$ cat src/rtl/act_func_arbiter.sv
// Round-robin arbiter feeding one shared combinational activation unit through a
// 2-stage pipeline (operand register, tagged response register with valid/ready).
module act_func_arbiter #(
  parameter int N_REQ  = 4,
  parameter int DATA_W = 8,
  parameter int TAG_W  = 2
) (
  input  logic                    clk,
  input  logic                    rst,
  input  logic [N_REQ-1:0]        req_valid,
  input  logic [N_REQ*DATA_W-1:0] req_z,
  output logic [N_REQ-1:0]        req_ready,
  output logic [DATA_W-1:0]       func_z,
  input  logic [DATA_W-1:0]       func_a,
  output logic                    rsp_valid,
  output logic [TAG_W-1:0]        rsp_tag,
  output logic [DATA_W-1:0]       rsp_a,
  input  logic                    rsp_ready
);

  localparam logic [TAG_W:0]   N_REQ_W  = (TAG_W+1)'(N_REQ);
  localparam logic [TAG_W-1:0] LAST_IDX = TAG_W'(N_REQ - 1);

  logic [DATA_W-1:0] z_arr [N_REQ];
  logic [TAG_W-1:0]  rr_ptr;
  logic [TAG_W-1:0]  s1_tag;
  logic              s1_valid;
  logic [TAG_W-1:0]  grant_idx;
  logic              grant_found;
  logic              s1_free;
  logic              s2_free;
  logic              accept;

  for (genvar i = 0; i < N_REQ; i++) begin : g_unpack
    assign z_arr[i] = req_z[i*DATA_W +: DATA_W];
  end

  // A stage may load when it is empty or its contents move on this same edge.
  assign s2_free = !rsp_valid || rsp_ready;
  assign s1_free = !s1_valid || s2_free;

  always_comb begin : arbitrate
    logic [TAG_W:0] idx;
    // NOTE: every variable gets a default before the search so no path infers a latch.
    grant_found = 1'b0;
    grant_idx   = '0;
    idx         = '0;
    for (int i = 0; i < N_REQ; i++) begin
      idx = {1'b0, rr_ptr} + (TAG_W+1)'(i);
      if (idx >= N_REQ_W) idx = idx - N_REQ_W;
      if (!grant_found && req_valid[idx[TAG_W-1:0]]) begin
        grant_found = 1'b1;
        grant_idx   = idx[TAG_W-1:0];
      end
    end
  end

  // Reset gates the grant combinationally so nothing is accepted while rst is low.
  assign accept = rst && grant_found && s1_free;

  always_comb begin
    req_ready = '0;
    if (accept) req_ready[grant_idx] = 1'b1;
  end

  // NOTE: all pipeline state uses non-blocking assignments so both stages see pre-edge values.
  always_ff @(posedge clk) begin
    if (!rst) begin
      s1_valid  <= 1'b0;
      rsp_valid <= 1'b0;
      rr_ptr    <= '0;
      func_z    <= '0;
      s1_tag    <= '0;
      rsp_tag   <= '0;
      rsp_a     <= '0;
    end else begin
      if (s2_free) begin
        if (s1_valid) begin
          rsp_a     <= func_a;
          rsp_tag   <= s1_tag;
          rsp_valid <= 1'b1;
        end else begin
          rsp_valid <= 1'b0;
        end
      end
      if (s1_free) begin
        if (accept) begin
          func_z   <= z_arr[grant_idx];
          s1_tag   <= grant_idx;
          s1_valid <= 1'b1;
          rr_ptr   <= (grant_idx == LAST_IDX) ? '0 : grant_idx + 1'b1;
        end else begin
          s1_valid <= 1'b0;
        end
      end
    end
  end

endmodule

$ cat config.mk
export PLATFORM = sky130hd
export DESIGN_NAME = act_func_arbiter
export DESIGN_NICKNAME = d
export VERILOG_FILES = /design/src/rtl/act_func_arbiter.sv
export SDC_FILE = /design/constraint.sdc
export NUM_CORES = 1
export LEC_CHECK = 0
export CORE_MARGIN = 4
export CORE_UTILIZATION = 40
export CTS_CLUSTER_DIAMETER = 60
export DETAILED_ROUTE_END_ITERATION = 8
export PLACE_DENSITY = 0.84
export RECOVER_POWER = 25
export SETUP_SLACK_MARGIN = 0.5
export SLEW_MARGIN = 20
export SYNTH_ARGS = -nofsm -noshare
export SYNTH_HDL_FRONTEND = slang
export SYNTH_SLANG_ARGS = --single-unit
$ cat constraint.sdc
create_clock -name clk -period 3.5 [get_ports clk]
set_input_delay 0.35 -clock clk [delete_from_list [all_inputs] [get_ports clk]]
set_output_delay 0.35 -clock clk [all_outputs]
set_load 0.02 [all_outputs]
==> flow_summary.toml <==
[outcome]
outcome = "finished, final reports clean"

[floorplanning]
initial_core_util = 0.4255
die_w_um = 62.63
fp.dieArea_mm2 = 0.003922
fp-row-count = 19
core_area_mm2 = 0.002805
boundaryPins = 70
die_y_um = 62.63

[synthesis]
synthMuxAreaShare = 0.2264
synth-adder-area-share = 0.01048
seq_area_frac_synth = 0.4025
synth-simple-area-share = 0.1992
synth_compound_area_frac = 0.1164
syn_area_mm2 = 0.001194
ys_seq_elements = 24
synthXorXnorAreaFrac = 0
synth_nets = 169
synth_area_per_cell_um2 = 9.865
synth_top_cell_by_area = "dfxtp_1"
yosys_warnings = 0
synthTopCellsByArea = "dfxtp_1, mux2i_1, nor2b_1"
syn_inst = 121
synth_top_area_frac = 0.4025
synth_top_family_by_area = "multiplexers"
synth_cell_types = 26

[clocking]
cts_sinks = 24
cts_max_level = 1
cts_buffer_depth = 2
clock-root-buffer = "clkbuf_4"
clk_pin_slew_ps = 120
cts_buffers = 3
cts-resized-gates = 0
clock_latency_ps = 310
cts_tree = "done"
cts.hold.buffers_added = 0
cts_setup_buffers = 0

[global_routing]
grt_pass1_vias = 1223
grt_pass1_wl_um = 5347
grt_usage = 0.1692
antenna_found_initial = 0
grt_max_degree = 21
grt-ovfl-total = 0

[power_and_ir_drop]
p_sw_uw = 251.2
combPwrFrac = 0.416
sequentialPowerShare = 0.432
p_int_uw = 522.1
ir_drop_v = 0.0002442
power.density_mw_per_mm2 = 406.9
switching_share = 0.3248
power_leakage_nw = 0.7840
clkPwrFrac = 0.152

[final_layout]
multi_input_comb_area_um2 = 653.1
fill_cells = 222
final_common_cell = "clkdlybuf4s50_1"
final_cell_count_no_fill = 218
num-nets-final = 237
antenna_cells = 0
regArea_um2 = 480.5
synthToLayoutAreaGrowth_pct = 59.22
final_cell_mix = "clkdlybuf4s50_1, mux2i_1, dfxtp_1, nand2_1, nor2b_1"
drive_gt1_frac = 0.04813

[sta]
max_freq_ghz = 0.3489
period_share = 0.8190
hold_ws_ps = 453.3
tightest_slew_ps = 700.5
finalSetupViolations = 0
fin_worst_skew_ps = 4.469
rsz0062_at_grt = "no"
relSlewSlack = 0.5320
report.final.slew_viol_count = 0
setup-tns-final_ps = 0
layout_min_cycle_time_ps = 2866
hold_violations = 0

[placement]
dp_hpwl_um = 2595
gp_congestion = 0.8002
dp_cells = 215
port_buffers = 69

[worst_setup_path]
crit_type = "in -> out"
worstPathArrival_ps = 2520
critical_path.cell_chain = "clkdlybuf4s50_1 -> nor4_1 -> a21oi_4 -> nand2_1 -> or2_4 -> nor2_1 -> clkdlybuf4s50_1"
critPathLaunchType = "primary input"
required_ps = 3150
cp-end-kind = "output port"
cp_slowest_stage_delay_ps = 610
r2r_setup_slack_ps = 1780
cpMostUsedCell = "clkdlybuf4s50_1"
crit_slowest_cell = "nor4_1"
worstPathMaxFanout = 11

[route]
num_vias = 1174
ant_nets = 0
drt_wl_total_um = 3231
vias_per_cell = 5.385
drt_first_pass_iters = 4
drcViolationCount = 0
wire_per_inst_um = 14.82
initialDrtViolationCount = 30

[run]
cap_violations = 0

[min_path]
worstHoldPathType = "reg -> reg"
==> per-layer routing <==
metal / wire (µm) / GRT usage / vias up
met5: 0 / 0 / -
met4: 67 / 0.07438 / 0
met3: 410 / 0.07554 / 7
met2: 1469 / 0.2796 / 75
met1: 1284 / 0.1866 / 527
li1: - / - / 565
==> final timing paths <==
kind / start / endpoint / cells past startpoint
max: req_valid[2] / req_ready[0] / 7
min reg2reg: s1_tag[0] / s1_tag[0] / 2
min: s1_tag[0] / s1_tag[0] / 2
max reg2reg: rsp_valid / func_z[7] / 5
==> cells by family (layout without fill, tap and decap cells) <==
family	Yosys count	after routing
compound gates	16	16
flops	24	24
simple gates	44	44
buf+inv	9	75
fa+ha+maj	1	1
mux	27	27
==> power groups by stage <==
stage	registers [mW]	clock network, mW	logic, mW
3_5_place_dp	0.340	0	0.326
2_1_floorplan	0.371	0	0.154
6_report	0.334	0.118	0.322
5_1_grt	0.338	0.131	0.347
3_3_place_gp	0.339	0	0.318
4_1_cts	0.334	0.120	0.327
==> stage by stage <==
step	total power, mW	cell area (µm²)	util	setup slack [ps]
6_report	0.7733	1901	0.6775	633.6
5_1_grt	0.8162	1901	0.6775	436.3
4_1_cts	0.7817	1907	0.6798	691.0
3_5_place_dp	0.6663	1884	0.6717	712.9
3_3_place_gp	0.6569	1884	0.6717	812.9
2_1_floorplan	0.5246	1194	-	1647
==> critical path: cells and delay by family <==
| family | cells | cell delay, ps |
|---|---|---|
| buf+inv | 2 | 1020 |
| simple gates | 4 | 1020 |
| compound gates | 1 | 110 |
==> state kept, by name, indices dropped and copies added (netlist names) <==
register	flops
rsp_tag	2
s1_valid	1
rr_ptr	2
s1_tag	2
rsp_valid	1
func_z	8
rsp_a	8
==> cells in the mapped netlist <==
cell,n
nand2b_1,1
ha_1,1
inv_1,2
nor4_2,1
buf_4,3
a21oi_1,3
clkbuf_1,2
buf_6,1
mux2i_1,27
nor3b_1,1
nor2_1,4
nor2b_1,12
or2_4,1
nand3b_1,1
buf_2,1
nand3_1,3
a21oi_4,1
o221ai_1,8
nand3_2,1
a2bb2oi_2,1
nand2_1,17
dfxtp_1,24
a21boi_0,2
and3_1,1
o21a_1,1
nor3_2,1
==> final cells by class <==
cell class,count,area share
clock buffers,3,0.01185
flip-flops and latches,24,0.2528
repair buffers,70,0.3673
multi-input cells,88,0.3436
inverters,2,0.003950
well taps,31,0.02041
(Power assumes the default switching activity.)
